<file path="src/rtl/apb2axi_pkg.sv">
// Shared types and constants for the AXI3 request issuer.
package apb2axi_pkg;

  localparam int TAG_W           = 4;
  localparam int AXI_ID_W        = 4;
  localparam int AXI_ADDR_W      = 32;
  localparam int AXI_DATA_W      = 64;
  localparam int AXI_STRB_W      = AXI_DATA_W / 8;
  localparam int WD_W            = AXI_DATA_W + AXI_STRB_W;
  localparam int MAX_OUTSTANDING = 8;
  localparam int CNT_W           = $clog2(MAX_OUTSTANDING + 1);

  localparam logic [1:0] AXI_BURST_INCR = 2'b01;
  // Every beat uses the full bus width.
  localparam logic [2:0] AXI_SIZE_FULL  = 3'($clog2(AXI_STRB_W));

  typedef struct packed {
    logic                  is_write;
    logic [TAG_W-1:0]      tag;
    logic [AXI_ADDR_W-1:0] addr;
    logic [3:0]            len;
  } req_entry_t;

  localparam int REQ_W = $bits(req_entry_t);

  typedef enum logic [1:0] {
    ST_IDLE = 2'd0,
    ST_AR   = 2'd1,
    ST_AW   = 2'd2,
    ST_W    = 2'd3
  } state_t;

  // True when a full-width INCR burst starting at addr stays inside one 4KB page.
  function automatic logic burst_in_4k(input logic [AXI_ADDR_W-1:0] addr,
                                       input logic [3:0] len);
    logic [12:0] bytes;
    bytes = (13'(len) + 13'd1) << AXI_SIZE_FULL;
    return ({1'b0, addr[11:0]} + bytes) <= 13'h1000;
  endfunction

endpackage

</file>
<file path="src/rtl/axi_req_issuer.sv">
// AXI3 master request side: pops one request at a time, issues AR or AW+W,
// and caps issued-but-uncompleted transactions at MAX_OUTSTANDING.
//
// Handshake rule on every channel: a transfer happens on a rising clock edge
// where valid and ready are both high; a raised valid and its payload stay
// stable until that transfer, and no valid is derived from its own ready.
module axi_req_issuer
  import apb2axi_pkg::*;
(
  input  logic                  aclk,
  input  logic                  areset,
  input  logic                  req_valid,
  input  logic [REQ_W-1:0]      req_data,
  output logic                  req_ready,
  input  logic                  wd_valid,
  input  logic [WD_W-1:0]       wd_data,
  output logic                  wd_ready,
  output logic [AXI_ID_W-1:0]   awid,
  output logic [AXI_ADDR_W-1:0] awaddr,
  output logic [3:0]            awlen,
  output logic [1:0]            awburst,
  output logic [2:0]            awsize,
  output logic                  awvalid,
  input  logic                  awready,
  output logic [AXI_ID_W-1:0]   wid,
  output logic [AXI_DATA_W-1:0] wdata,
  output logic [AXI_STRB_W-1:0] wstrb,
  output logic                  wlast,
  output logic                  wvalid,
  input  logic                  wready,
  output logic [AXI_ID_W-1:0]   arid,
  output logic [AXI_ADDR_W-1:0] araddr,
  output logic [3:0]            arlen,
  output logic [1:0]            arburst,
  output logic [2:0]            arsize,
  output logic                  arvalid,
  input  logic                  arready,
  input  logic                  rsp_done,
  output logic [1:0]            dbg_state,
  output logic [CNT_W-1:0]      dbg_out_cnt
);

  state_t                r_state;
  logic [AXI_ID_W-1:0]   r_id;
  logic [AXI_ADDR_W-1:0] r_addr;
  logic [3:0]            r_len;
  logic [3:0]            r_beat_cnt;
  logic                  r_arvalid;
  logic                  r_awvalid;
  logic [CNT_W-1:0]      r_out_cnt;

  req_entry_t w_req;
  logic       w_pop;
  logic       w_ar_hs;
  logic       w_aw_hs;
  logic       w_w_hs;
  logic       w_inc;
  logic       w_dec;
  logic       w_last_beat;

  assign w_req = req_data;

  // Pop only from IDLE with room in the outstanding window.
  assign req_ready = !areset && (r_state == ST_IDLE) && req_valid &&
                     (r_out_cnt < CNT_W'(MAX_OUTSTANDING));
  assign w_pop     = req_ready;

  assign w_ar_hs     = r_arvalid && arready;
  assign w_aw_hs     = r_awvalid && awready;
  assign w_last_beat = (r_beat_cnt == r_len);

  // W beats stream straight from the write-data FIFO once AW has been accepted;
  // the FIFO is popped only on an actual W transfer so an empty FIFO is never popped.
  assign wvalid   = (r_state == ST_W) && wd_valid;
  assign w_w_hs   = wvalid && wready;
  assign wd_ready = w_w_hs;
  assign wlast    = (r_state == ST_W) && w_last_beat;
  assign {wstrb, wdata} = wd_data;

  assign arvalid = r_arvalid;
  assign arid    = r_id;
  assign araddr  = r_addr;
  assign arlen   = r_len;
  assign arburst = AXI_BURST_INCR;
  assign arsize  = AXI_SIZE_FULL;

  assign awvalid = r_awvalid;
  assign awid    = r_id;
  assign awaddr  = r_addr;
  assign awlen   = r_len;
  assign awburst = AXI_BURST_INCR;
  assign awsize  = AXI_SIZE_FULL;
  assign wid     = r_id;

  assign dbg_state   = r_state;
  assign dbg_out_cnt = r_out_cnt;

  // Request sequencer: latch a popped entry, present it on AR or AW, then stream W.
  always_ff @(posedge aclk) begin
    if (areset) begin
      r_state    <= ST_IDLE;
      r_id       <= '0;
      r_addr     <= '0;
      r_len      <= '0;
      r_beat_cnt <= '0;
      r_arvalid  <= 1'b0;
      r_awvalid  <= 1'b0;
    end else begin
      case (r_state)
        ST_IDLE: begin
          if (w_pop) begin
            r_id   <= AXI_ID_W'(w_req.tag);
            r_addr <= w_req.addr;
            r_len  <= w_req.len;
            if (w_req.is_write) begin
              r_awvalid <= 1'b1;
              r_state   <= ST_AW;
            end else begin
              r_arvalid <= 1'b1;
              r_state   <= ST_AR;
            end
          end
        end
        ST_AR: begin
          if (w_ar_hs) begin
            r_arvalid <= 1'b0;
            r_state   <= ST_IDLE;
          end
        end
        ST_AW: begin
          if (w_aw_hs) begin
            r_awvalid  <= 1'b0;
            r_beat_cnt <= '0;
            r_state    <= ST_W;
          end
        end
        ST_W: begin
          if (w_w_hs) begin
            r_beat_cnt <= r_beat_cnt + 4'd1;
            if (w_last_beat) r_state <= ST_IDLE;
          end
        end
        default: r_state <= ST_IDLE;
      endcase
    end
  end

  // Outstanding window: +1 per address handshake, -1 per completion, saturating at 0.
  assign w_inc = w_ar_hs || w_aw_hs;
  assign w_dec = rsp_done && (r_out_cnt != '0);

  always_ff @(posedge aclk) begin
    if (areset) begin
      r_out_cnt <= '0;
    end else begin
      case ({w_inc, w_dec})
        2'b10:   r_out_cnt <= r_out_cnt + CNT_W'(1);
        2'b01:   r_out_cnt <= r_out_cnt - CNT_W'(1);
        default: r_out_cnt <= r_out_cnt;
      endcase
    end
  end

  a_rsp_underflow: assert property (@(posedge aclk) disable iff (areset)
    !(rsp_done && (r_out_cnt == '0)));

  a_req_in_4k: assert property (@(posedge aclk) disable iff (areset)
    w_pop |-> burst_in_4k(w_req.addr, w_req.len));

endmodule

</file>
<file path="config.mk">
export PLATFORM = sky130hd
export DESIGN_NAME = axi_req_issuer
export DESIGN_NICKNAME = d
export VERILOG_FILES = /design/src/rtl/apb2axi_pkg.sv /design/src/rtl/axi_req_issuer.sv
export SDC_FILE = /design/constraint.sdc
export NUM_CORES = 1
export LEC_CHECK = 0
export CAP_MARGIN = 20
export CORE_ASPECT_RATIO = 0.75
export CORE_MARGIN = 10
export CORE_UTILIZATION = 32
export CTS_BUF_LIST = sky130_fd_sc_hd__clkbuf_4 sky130_fd_sc_hd__clkbuf_8
export DETAILED_ROUTE_END_ITERATION = 7
export PLACE_DENSITY = 0.84
export SLEW_MARGIN = 10
export SYNTH_ARGS = -nofsm -noshare
export SYNTH_HDL_FRONTEND = slang
export SYNTH_SLANG_ARGS = --single-unit
</file>
<file path="constraint.sdc">
create_clock -name aclk -period 3 [get_ports aclk]
set_input_delay 0.3 -clock aclk [delete_from_list [all_inputs] [get_ports aclk]]
set_output_delay 0.3 -clock aclk [all_outputs]
set_load 0.01 [all_outputs]
</file>
# Word level (Yosys, flattened, before mapping)
# Cells that the tools add are included.
dict set report op_classes {
  n_reduce_logical 22
  n_eq_ne 13
  order_cmp 1
  addsub 3
  mux 19
}
# op n
set ops {}
lappend ops {{one-hot mux 4 bit (2 select lines)} 2}
lappend ops {{inequality test 2 bit, second input constant} 7}
lappend ops {{two-way mux 2 bit} 6}
lappend ops {{logical AND 1 bit} 9}
lappend ops {{adder 4 x 1 -> 4 bit, second input constant} 2}
lappend ops {{two-way mux 4 bit} 2}
lappend ops {{one-hot mux 2 bit (4 select lines)} 1}
lappend ops {{AND reduction 4 bit} 2}
lappend ops {{nonzero test 2 bit} 4}
lappend ops {{== test 2 bit, second input constant} 3}
lappend ops {{two-way mux 1 bit} 6}
lappend ops {{AND reduction 5 bit} 1}
lappend ops {{== test 2 x 1 -> 1 bit, second input constant} 2}
lappend ops {{== test 4 bit} 1}
lappend ops {{< comparator 4 bit, second input constant} 1}
lappend ops {{one-hot mux 1 bit (2 select lines)} 2}
lappend ops {{nonzero test 4 bit} 1}
lappend ops {{subtractor 4 x 1 -> 4 bit, second input constant} 1}
lappend ops {{AND reduction 3 bit} 1}
lappend ops {{zero test 2 bit} 1}
lappend ops {{AND reduction 2 bit} 1}
lappend ops {{zero test 1 bit} 1}
lappend ops {{logical OR 1 bit} 1}
dict set report word_totals {
  regBits 52
  word_cells 66
  output_inout_bits 178
  in_bits 121
}

# Longest topological paths before layout
# Gate-level depths: netlist of run 1.
dict set report depth {
  word_depth 6
  depth_mapped 9
  depth_no_buf 8
}

# Worst setup path after synthesis of run 1
# OpenSTA, ideal clock, no wires.
dict set report synth_timing {
  path_kind {reg2reg}
  start {register r_out_cnt[1] (netlist: dbg_out_cnt[1])}
  end {register r_out_cnt[2] (netlist: dbg_out_cnt[2])}
  path_stages_with_launch 10
  required_time_ps 2930
  setup_time_ps 70
  slack_ps 794
  n_path_buf 1
  arrival_ps 2136
  period_less_slack_ps 2206
  path_cell_list {dfxtp_1 clkbuf_1 o41a_1 ha_1 xor2_1 ha_1 a21oi_1 xor2_1 or3_1 a21oi_1}
}
dict set report synth_between {
  elab_chain_len 4
  word_cells_on_any_way 8
  classes_between {add/sub: 2; eq/ne: 2; mux: 1; reduce/logical: 3}
}
# element line_no
set synth_lines {}
lappend synth_lines {{start: declaration} axi_req_issuer.sv:50} ;# logic [CNT_W-1:0] r_out_cnt;
lappend synth_lines {{start signal: assignment} axi_req_issuer.sv:157} ;# 2'b10: r_out_cnt <= r_out_cnt + CNT_W'(1);
lappend synth_lines {{start signal: assignment} axi_req_issuer.sv:158} ;# 2'b01: r_out_cnt <= r_out_cnt - CNT_W'(1);
lappend synth_lines {{start signal: assignment} axi_req_issuer.sv:159} ;# default: r_out_cnt <= r_out_cnt;
lappend synth_lines {{parallel branches: the longest is 4 deep, another holds subtractor 4 x 1 -> 4 bit} -}
# Parallel ways; which one is timed is not known.
# A chain may end at the register's enable or synchronous reset.

# Worst setup path in the final report of run 1
dict set report layout_timing {
  start {register r_state[1] (netlist: dbg_state[1])}
  end {output req_ready}
}
dict set report layout_between {
  elab_chain_len 4
}
# element line_no
set layout_lines {}
lappend layout_lines {{start: declaration} axi_req_issuer.sv:43} ;# state_t r_state;
lappend layout_lines {{start signal: assignment} axi_req_issuer.sv:101} ;# r_state <= ST_IDLE;
lappend layout_lines {{start signal: assignment} axi_req_issuer.sv:117} ;# r_state <= ST_AW;
lappend layout_lines {{start signal: assignment} axi_req_issuer.sv:120} ;# r_state <= ST_AR;
lappend layout_lines {{zero test 2 bit} axi_req_issuer.sv:64} ;# assign req_ready = !areset && (r_state == ST_IDLE) && req_valid &&
lappend layout_lines {{logical AND 1 bit (3 in a row)} axi_req_issuer.sv:64}
lappend layout_lines {{end: declaration} axi_req_issuer.sv:14} ;# output logic req_ready,
# No other way between the ends.

==> results of run 1 <==
state kept, by name, indices dropped and copies added, names as in the netlist:
name         count
araddr          32
r_beat_cnt       4
arvalid          1
awvalid          1
dbg_out_cnt      4
arlen            4
arid             4
dbg_state        2
cell type report:
cell class / count / share of cell area (%)
repair buffers: 146 / 37.3
well taps: 132 / 4.23
multi-input cells: 199 / 28.7
flip-flops and latches: 52 / 26.7
clock buffers: 5 / 1.76
clock inverters: 3 / 1.09
inverters: 3 / 0.288
worst reg2reg max path: stages (launching register included):
cell     delay (ps)
dfxtp_1         400
o41a_1          460
ha_1            300
xor2_1          180
ha_1            190
a21oi_1         140
xor2_1          100
or3_1           320
a21oi_1         150
report_power, final:
group          internal (W)  total, W  switching [W]
clock              0.000247  0.000486       0.000239
combinational      0.000370  0.000642       0.000271
sequential         0.000764  0.000847      0.0000825
total               0.00138   0.00197       0.000592
cell usage in the layout, fill, tap and decap left out, types with 2 or more instances in the layout:
cell             synthesis  layout
a21oi_1                  6       6
a22oi_1                  2       2
and3_1                   5       5
buf_4                  127       2
clkbuf_8                 0       5
clkdlybuf4s50_1          0     144
conb_1                   2      10
dfxtp_1                 52      52
ha_1                     4       4
inv_1                    3       3
nand2_1                 42      42
nand2b_1                41      41
nand3_1                  2       2
nand4_1                  3       3
nor2_1                  11      11
nor2b_1                  3       3
nor3_1                   2       2
o211ai_1                 2       2
o21ai_0                 42      42
o21ai_1                  3       3
xnor2_1                  4       4
xor2_1                   5       5
worst max path at each step:
stage | start | endpoint | cells after the start
6_report | dbg_state[1]$_SDFFE_PP0P_ | req_ready | 3
5_1_grt | dbg_state[1]$_SDFFE_PP0P_ | req_ready | 3
4_1_cts | dbg_state[1]$_SDFFE_PP0P_ | req_ready | 3
3_5_place_dp | awready | dbg_out_cnt[2]$_SDFFE_PP0P_ | 9
3_3_place_gp | awready | dbg_out_cnt[2]$_SDFFE_PP0P_ | 9
2_1_floorplan | dbg_out_cnt[1]$_SDFFE_PP0P_ | dbg_out_cnt[2]$_SDFFE_PP0P_ | 9
through the flow:
| stage | setup WS, ps | instance area, µm² | power, W | hold slack [ps] | std cells |
|---|---|---|---|---|---|
| floorplan | 794 | 3230 | 0.00131 | 409 | 397 |
| global placement | 621 | 3790 | 0.00149 | 473 | 532 |
| detailed placement | 473 | 3790 | 0.00151 | 485 | 532 |
| CTS | 550 | 3910 | 0.00201 | 500 | 540 |
| global route | 477 | 3910 | 0.00209 | 524 | 540 |
| finish | 605 | 3910 | 0.00197 | 493 | 540 |
kinds of logic after synthesis:
family / Yosys count / synth area share [%]
buf+inv: 146 / 33.4
simple gates: 113 / 18.5
compound gates: 61 / 10.6
flops: 52 / 32.6
xor+xnor: 9 / 2.46
fa+ha+maj: 4 / 1.57
other cells: 2 / 0.235
mux: 2 / 0.665
cells in the mapped netlist, types with 2 or more instances:
cell type / n / share of area [%]
a21oi_1: 6 / 0.94
a22oi_1: 2 / 0.47
and3_1: 5 / 0.98
buf_4: 127 / 30
buf_6: 5 / 1.8
clkbuf_1: 7 / 0.82
clkbuf_2: 3 / 0.47
conb_1: 2 / 0.23
dfxtp_1: 52 / 33
ha_1: 4 / 1.6
inv_1: 3 / 0.35
nand2_1: 42 / 4.9
nand2b_1: 41 / 8.0
nand3_1: 2 / 0.31
nand4_1: 3 / 0.59
nor2_1: 11 / 1.3
nor2b_1: 3 / 0.59
nor3_1: 2 / 0.31
o211ai_1: 2 / 0.47
o21ai_0: 42 / 6.6
o21ai_1: 3 / 0.47
xnor2_1: 4 / 1.1
xor2_1: 5 / 1.4
per-layer routing:
layer | GRT usage, % | part of all wire [%] | up-vias
li1 | - | - | 1150
met2 | 18.1 | 45 | 174
met1 | 11.8 | 38 | 1095
met5 | 0 | 0 | -
met3 | 7.88 | 15 | 18
met4 | 4.60 | 1.5 | 0
==> results.cfg, run 1 <==
[place]
io_buffer_count = 144
gp_congestion = 0.734
place_hpwl_um = 7020

[worst_setup_path]
path_buf_inv = 1
cp_top_family = simple AND/OR/NAND/NOR gates
worstPathMaxFanout = 13
path_cells = or4b_4 -> nor2_8 -> clkdlybuf4s50_1
ff2ff_path_depth = 8
critical_path_required_ps = 2700
worst_path_max_delay_cell = or4b_4
max_stage_delay_ps = 620
start_kind = register
r2r_slack_ps = 710
timing.rr.start = dbg_out_cnt[1]$_SDFFE_PP0P_
timing.rr.end = dbg_out_cnt[2]$_SDFFE_PP0P_
cp-end-kind = output pin
cp.arrival_ps = 2100
crit_type = reg -> out

[sta]
max_slew_margin_pct = 52.8
hold_viol = 0
drv_slew = 0
final.setup.tns_ps = 0
fmaxAchievable_ghz = 0.417
worst_slew_pin_slew_ps = 708
fin_crit_ps = 2400
rsz0062_at_grt = false
timing.final.crit_share_pct = 79.8
skew_ps = 7.19
final-setup-viol-count = 0

[die]
rows = 31
placeableCoreArea_um2 = 9700
dieHeight_um = 107
pin_count = 299
die_x_um = 135
start_util_pct = 33.0
dieArea_um2 = 14400

[drt]
wl_per_cell_um = 16.6
ant_nets = 0
dr.pass1.iters = 4
wirelength_um = 8950
vias = 2437
routed_via_density = 4.51
drc = 0
dr.first_iter.drc_count = 128

[grt]
antenna_found_initial = 0
overflow = 0
grt_max_degree = 82
grt_pass1_wl_um = 13300
grt_pass1_vias = 2502
grt_usage_pct = 11.5

[clocking]
clk_pin_slew_worst_paths_ps = 100
ctsResizeCount = 0
worstSkewPairLatency_ps = 300
cts_buffers = 5
cts_setup_buffers = 0
h-tree-depth = 2
postCtsHoldBufs = 0
cts_buffer_depth = 2
cts_tree = built
cts_sinks = 52
clockRootBuffer = clkbuf_8

[synthesis]
ys_async_sr_fraction_pct = 0
synthCells = 389
synth-main-ff-cell = dfxtp_1
yosysSeqAreaShare_pct = 32.6
synth_area_per_cell_um2 = 8.22
synth_area_um2 = 3200
synth-edff-count = 0
synth_seq_cells = 52
ys_warn_count = 0
yosysUniqueCellTypes = 36

[finish]
n_antenna_cell = 0
nets = 532
multi_input_area_um2 = 1120
fillers = 960
drive_gt1_share_pct = 3.19
regArea_um2 = 1040
syn_to_final_growth_pct = 22.1
final_util_pct = 40.3

[outcome]
status = finished clean

[job]
drv_cap = 0

[pwr]
peakVddDrop_mv = 0.237
powerDensity_nw_per_um2 = 506
p_leak_nw = 1.43

[hold_path]
min_to = araddr[3]$_SDFFE_PP0P_
hold_path.class = reg -> reg
hold_start = araddr[3]$_SDFFE_PP0P_
hold_depth = 2
(Power assumes the default switching activity.)
==> run 2: changes to the inputs <==
==> constraint.sdc (replaced) <==
create_clock -name aclk -period 2.4 [get_ports aclk]
set_input_delay 0.24 -clock aclk [delete_from_list [all_inputs] [get_ports aclk]]
set_output_delay 0.24 -clock aclk [all_outputs]
set_load 0.01 [all_outputs]
==> results.cfg, run 2 (synthesized netlist as in run 1, its figures left out) <==
[die]
pin_count = 299
rows = 31
dieHeight_um = 107
start_util_pct = 33.0
dieArea_um2 = 14400
die_x_um = 135
placeableCoreArea_um2 = 9700

[finish]
n_antenna_cell = 0
final_util_pct = 41.0
most-common-layout-cells = 144 x clkdlybuf4s50_1, 51 x dfxtp_1, 42 x nand2_1, 42 x o21ai_0, 41 x nand2b_1
syn_to_final_growth_pct = 24.2
final_cells = 542
nets = 534
drive_gt1_share_pct = 4.15
final_common_cell = clkdlybuf4s50_1
largest_register_ff_count = 32
fillers = 976

[drt]
dr.pass1.iters = 4
drc = 0
wirelength_um = 8820
wl_per_cell_um = 16.3
vias = 2450
ant_nets = 0
dr.first_iter.drc_count = 73
routed_via_density = 4.52

[worst_setup_path]
cp_top_family = compound AO/OA/AOI/OAI gates
path_buf_inv = 0
worst_path_max_delay_cell = o41a_1
crit_type = reg -> reg
cp-end-kind = register
max_stage_delay_ps = 480
critical_path_required_ps = 2640
start_kind = register
path_cells = o41a_1 -> ha_2 -> xor2_1 -> ha_1 -> a21oi_1 -> xor2_1 -> or3_1 -> a21oi_1
worstPathMaxFanout = 6
cp.arrival_ps = 2490

[sta]
hold_viol = 0
rsz0062_at_grt = false
hold_ws_ps = 467
fin_crit_ps = 2250
fmaxAchievable_ghz = 0.445
timing.final.crit_share_pct = 93.6
final-setup-viol-count = 0
skew_ps = 5.66
drv_slew = 0

[place]
gp_congestion = 0.735
place_hpwl_um = 6990
place_inst = 534
io_buffer_count = 144

[clocking]
worstSkewPairLatency_ps = 310
cts_sinks = 52
cts_buffer_depth = 2
h-tree-depth = 2
cts_buffers = 5
cts_setup_buffers = 0
cts_tree = built
clockRootBuffer = clkbuf_8
clk_pin_slew_worst_paths_ps = 100

[outcome]
status = finished clean

[pwr]
p_leak_nw = 1.46
peakVddDrop_mv = 0.275
powerDensity_nw_per_um2 = 678

[grt]
overflow = 0
grt_max_degree = 53
grt_usage_pct = 11.3
grt_pass1_vias = 2489
antenna_found_initial = 0
grt_pass1_wl_um = 13300

[job]
drv_cap = 0

[hold_path]
hold_path.class = in -> reg
==> run 2: area by class of cell <==
cell class / count / area [µm²] / area share (%)
Clock buffer: 5 / 68.8 / 1.73
Inverter: 3 / 11.3 / 0.284
Multi-Input combinational cell: 199 / 1120 / 28.3
Clock inverter: 3 / 90.1 / 2.27
Tap cell: 132 / 165 / 4.16
Timing Repair Buffer: 148 / 1470 / 37.1
Sequential cell: 52 / 1040 / 26.2
==> run 2: final timing paths <==
check                                            startpoint                          end  slack [ps]  cells past startpoint
worst max-delay path            dbg_out_cnt[0]$_SDFFE_PP0P_  dbg_out_cnt[2]$_SDFFE_PP0P_         150                      8
worst min-delay path                            req_data[8]       araddr[4]$_SDFFE_PP0P_         470                      3
worst max register to register  dbg_out_cnt[0]$_SDFFE_PP0P_  dbg_out_cnt[2]$_SDFFE_PP0P_         150                      8
worst min register to register       araddr[5]$_SDFFE_PP0P_       araddr[5]$_SDFFE_PP0P_         500                      2
==> run 2: through the flow <==
step,total power (W),setup slack [ps],setup TNS (ps),cell area (µm²)
2_1_floorplan,0.00164,194,0,3230
3_3_place_gp,0.00186,108,0,3810
3_5_place_dp,0.00189,-33.6,-33.6,3810
4_1_cts,0.00273,131,0,3970
5_1_grt,0.00284,13.1,0,3970
6_report,0.00269,154,0,3970
==> run 2: layer usage <==
layer | share of wire, % | GRT usage, % | vias up
met5 | 0 | 0 | -
met3 | 15 | 7.42 | 22
met1 | 38 | 12.0 | 1104
met4 | 1.7 | 4.45 | 0
met2 | 45 | 17.6 | 169
li1 | - | - | 1155
==> run 2: power breakdown <==
part / leakage, nW / switching [W] / internal [W] / total, W
sequential: 0.428 / 0.000101 / 0.000956 / 0.00106
combinational: 0.956 / 0.000347 / 0.000468 / 0.000815
clock: 0.0784 / 0.000299 / 0.000521 / 0.000821
total: 1.46 / 0.000748 / 0.00195 / 0.00269
==> run 2: worst reg2reg max path: stages, from the launching register on <==
cell and delay [ps]:
dfxtp_1 390, o41a_1 480, ha_2 240, xor2_1 160
ha_1 190, a21oi_1 170, xor2_1 110, or3_1 310
a21oi_1 140
==> run 2: repair_timing <==
| action | CTS | global route |
|---|---|---|
| hold buffers | 0 | 0 |
| resized for setup | 0 | 2 |
| endpoints found under the setup margin | 0 | 1 |
==> RTL edit 1, RTL diff (flow settings as in run 2) <==
Register the output `dbg_out_cnt` once more, cleared by the reset; this adds one clock of latency there. The other outputs are not delayed to match.
--- a/src/rtl/axi_req_issuer.sv
+++ b/src/rtl/axi_req_issuer.sv
@@ -94,5 +94,11 @@
 
   assign dbg_state   = r_state;
-  assign dbg_out_cnt = r_out_cnt;
+  always_ff @(posedge aclk) begin
+    if (areset) begin
+      dbg_out_cnt <= '0;
+    end else begin
+      dbg_out_cnt <= r_out_cnt;
+    end
+  end
 
   // Request sequencer: latch a popped entry, present it on AR or AW, then stream W.
Formal check against the unedited RTL: not equivalent (a bounded check fails within 4 cycles, from zero or initial values and one cycle with areset high).
==> RTL edit 1 against run 2 <==
Sequential cell count increased by 4; first-iteration DRC count up 18%; global-route usage shrank 0.36 points; worst setup slack got worse by 0.0029 ns; synthesized area increased by 2.5%; total power decreased by 9.8%; wire length is 0.84% lower; cell area up 0.35%; critical endpoint is now r_out_cnt[2].
==> RTL edit 1: results <==
group,metric,value,unit
status,status,"finished clean",
detailed_routing,post_drt_via_cell_ratio,4.39,
yosys,synth_top_cells_by_area,"dfxtp_1 (34%), buf_4 (30%), nand2b_1 (7.6%), o21ai_1 (6.1%), nand2_1 (5.2%)",
yosys,async_flop_share,0,
detailed_routing,first_iter_violations,86,
final_layout,nets,538,
yosys,yosysWarningCount,0,
detailed_routing,routedWlPerCell,16.0,um
clock_network,postCtsSetupBuffers,0,
global_route,grt_max_degree,83,
clock_network,clock_latency,0.31,ns
worst_hold_path,min_path_type,"input port to register",
setup_path,cp_max_fo,8,
global_route,track_usage,0.110,
detailed_routing,dr.pass1.iters,4,
timing,slew_headroom,0.619,
global_route,grt_pass1_vias,2413,
yosys,synth-seq-area-share,0.342,
global_route,grt_pass1_wl,13000,um
clock_network,numCtsBuffers,5,
placement,place_congestion,0.828,
power,p_leak,1.48,nW
timing,skew,0.00359,ns
global_route,antenna_found_initial,0,
clock_network,cts.repair.resized,0,
clock_network,cts_htree_levels,2,
final_layout,final_layout_size_suffix_gt1_frac,0.0338,
yosys,synth.top_cell.area_share,0.342,
clock_network,cts-root-buf,"clkbuf_8",
yosys,synthTopCellsByCount,"buf_4 (129), dfxtp_1 (56), nand2_1 (45)",
power,vdd.ir_drop.worst,0.224,mV
setup_path,cp.arrival,2.51,ns
placement,portBuffers,144,
clock_network,clk_path_buf_depth,2,
placement,dp_hpwl,6910,um
final_layout,diodes,0,
yosys,yosysUniqueCellTypes,37,
clock_network,path_clk_slew,0.10,ns
final_layout,largest_reg_flops,32,
==> RTL edit 1: cell types whose count changed in the layout (fill, tap and decap cells not counted), moves of 2 or more <==
cell | run 2 | this run
o21ai_0 | 42 | 3
nor2b_1 | 3 | 5
nand2_1 | 42 | 45
buf_4 | 4 | 2
bufinv_16 | 3 | 0
nor3_1 | 2 | 5
nand4_1 | 3 | 1
dfxtp_1 | 51 | 56
o21ai_1 | 3 | 40
and3_1 | 5 | 3
==> RTL edit 1: path summary, 6_finish.rpt <==
check                                  start      endpoint  slack, ns  cells after the start
worst max register to register  r_out_cnt[1]  r_out_cnt[2]       0.15                      8
worst max-delay path            r_out_cnt[1]  r_out_cnt[2]       0.15                      8
worst min-delay path            req_data[30]    araddr[26]       0.46                      3
worst min register to register    araddr[24]    araddr[24]       0.49                      2
==> RTL edit 1: kinds of logic (layout without fill, tap and decap cells) <==
kind of cell    after synthesis  after routing  synth area share
mux                           3              3           0.00954
compound gates               57             57            0.0973
flops                        56             56             0.342
other cells                   2             10           0.00229
simple gates                117            117             0.182
fa+ha+maj                     4              4            0.0153
xor+xnor                      9              9            0.0240
buf+inv                     146            158             0.327
==> RTL edit 1: metrics by stage <==
stage	setup WS [ns]	util	instance area, um^2	std cells
finish	0.151	0.406	3990	546
global route	0.00101	0.406	3990	546
CTS	0.172	0.406	3990	546
detailed placement	0.0486	0.397	3890	538
global placement	0.103	0.397	3890	538
floorplan	0.250	-	3310	402
==> RTL edit 1: critical path, stage by stage, from the launching register on <==
cell and delay, ns:
dfxtp_1 0.40, o41a_1 0.45, ha_1 0.29, xor2_1 0.17, ha_1 0.19, a21oi_1 0.15
xor2_1 0.09, or4_1 0.40, nand2_1 0.07
==> RTL edit 1: power by group <==
part,switching (mW),total (mW),internal [mW]
logic,0.328,0.776,0.447
registers,0.0971,1.12,1.03
clock network,0.321,0.531,0.210
total,0.746,2.43,1.68
==> RTL edit 1: per-layer routing <==
layer / GRT usage / share of wire / wire length (um)
met4: 0.0345 / 0.013 / 114
met5: 0 / 0 / 0
met1: 0.122 / 0.40 / 3530
met2: 0.166 / 0.43 / 3780
met3: 0.0742 / 0.15 / 1320
==> RTL edit 1: area by class of cell <==
cell class	instances	area, um^2
Fill cell	941	5830
Timing Repair Buffer	147	1480
Sequential cell	56	1120
Multi-Input combinational cell	200	1120
Tap cell	132	165
Clock buffer	5	68.8
Clock inverter	3	22.5
Inverter	3	11.3
==> RTL edit 2, RTL diff (config.mk and constraints of run 2) <==
Made on the original files. The package constant `AXI_ID_W` goes from 4 to 6.
--- a/src/rtl/apb2axi_pkg.sv
+++ b/src/rtl/apb2axi_pkg.sv
@@ -3,5 +3,5 @@
 
   localparam int TAG_W           = 4;
-  localparam int AXI_ID_W        = 4;
+  localparam int AXI_ID_W        = 6;
   localparam int AXI_ADDR_W      = 32;
   localparam int AXI_DATA_W      = 64;
Interface: changed (resized arid, awid and wid); port bits go from 299 to 305. No check against the original RTL was run, so the function may have changed too.
==> RTL edit 2 against run 2 <==
Count of clock-buffer cells in the layout stayed put; fmax down 1.4%; total power shrank 15%; via count decreased by 1.6%; non-clock buffer count stayed put; wire length shrank 3.3%; worst setup slack worse by 0.032 ns; synthesized area rose by 1.3%; synthesized cell count grew 1.5%; sequential cell count is the same; core utilization down 1.0 points; cell area down 1.7%; critical path type unchanged; critical endpoint unchanged; largest power group unchanged.
==> RTL edit 2: results <==
group,metric,value,unit
placement,dpl_worst_slack,-0.00608,ns
timing,period_needed,2.28,ns
yosys,synth_compound_area_frac,0.105,
detailed_routing,post_drt_via_cell_ratio,4.41,
detailed_routing,first_iter_violations,57,
setup_path,cp.arrival,2.52,ns
final_layout,fill_cells,959,
worst_hold_path,hold_path_depth,0,
global_route,grt_pass1_wl,12700,um
power,p_per_area,584,nW/um^2
final_layout,nets,540,
yosys,postSynthAreaPerCell,8.20,um^2
yosys,synthAdderAreaFrac,0.0154,
placement,place_congestion,0.750,
yosys,synth_xor_area_frac,0.0243,
power,seq_power_share,0.457,
placement,dp_cells,540,
power,p_switching,699,uW
detailed_routing,vias,2410,
power,power_frac_clock,0.212,
timing,skew,0.00454,ns
worst_hold_path,min_from,"wd_data[20]",
final_layout,final_layout_size_suffix_gt1_frac,0.0337,
yosys,synthTopCellsByCount,"buf_4 (133), dfxtp_1 (52), nand2_1 (47)",
worst_hold_path,worstHoldEndpoint,"wdata[20]",
yosys,synthMuxAreaShare,0.00656,
power,p_leak,1.42,nW
worst_hold_path,min_path_type,"input port to output port",
status,status,"finished clean",
global_route,track_usage,0.106,
RTL edit 2: cell count changes after synthesis, sizes merged, moves of 2 or more:
| cell | change |
|---|---|
| inv | -2 |
| nand2 | +5 |
| nor2 | -2 |
| and3 | -2 |
| buf | +6 |
RTL edit 2: cell type report:
| cell class | count | share of cell area |
|---|---|---|
| Clock inverter | 2 | 0.00321 |
| Timing Repair Buffer | 148 | 0.377 |
| Tap cell | 132 | 0.0423 |
| Clock buffer | 5 | 0.0176 |
| Inverter | 1 | 0.000962 |
| Sequential cell | 52 | 0.267 |
| Multi-Input combinational cell | 207 | 0.292 |
RTL edit 2: per-layer routing:
layer	vias up	GRT usage	part of all wire
met1	1053	0.114	0.39
met2	190	0.161	0.44
met5	-	0	0
li1	1155	-	-
met3	12	0.0835	0.17
met4	0	0.0273	0.0062
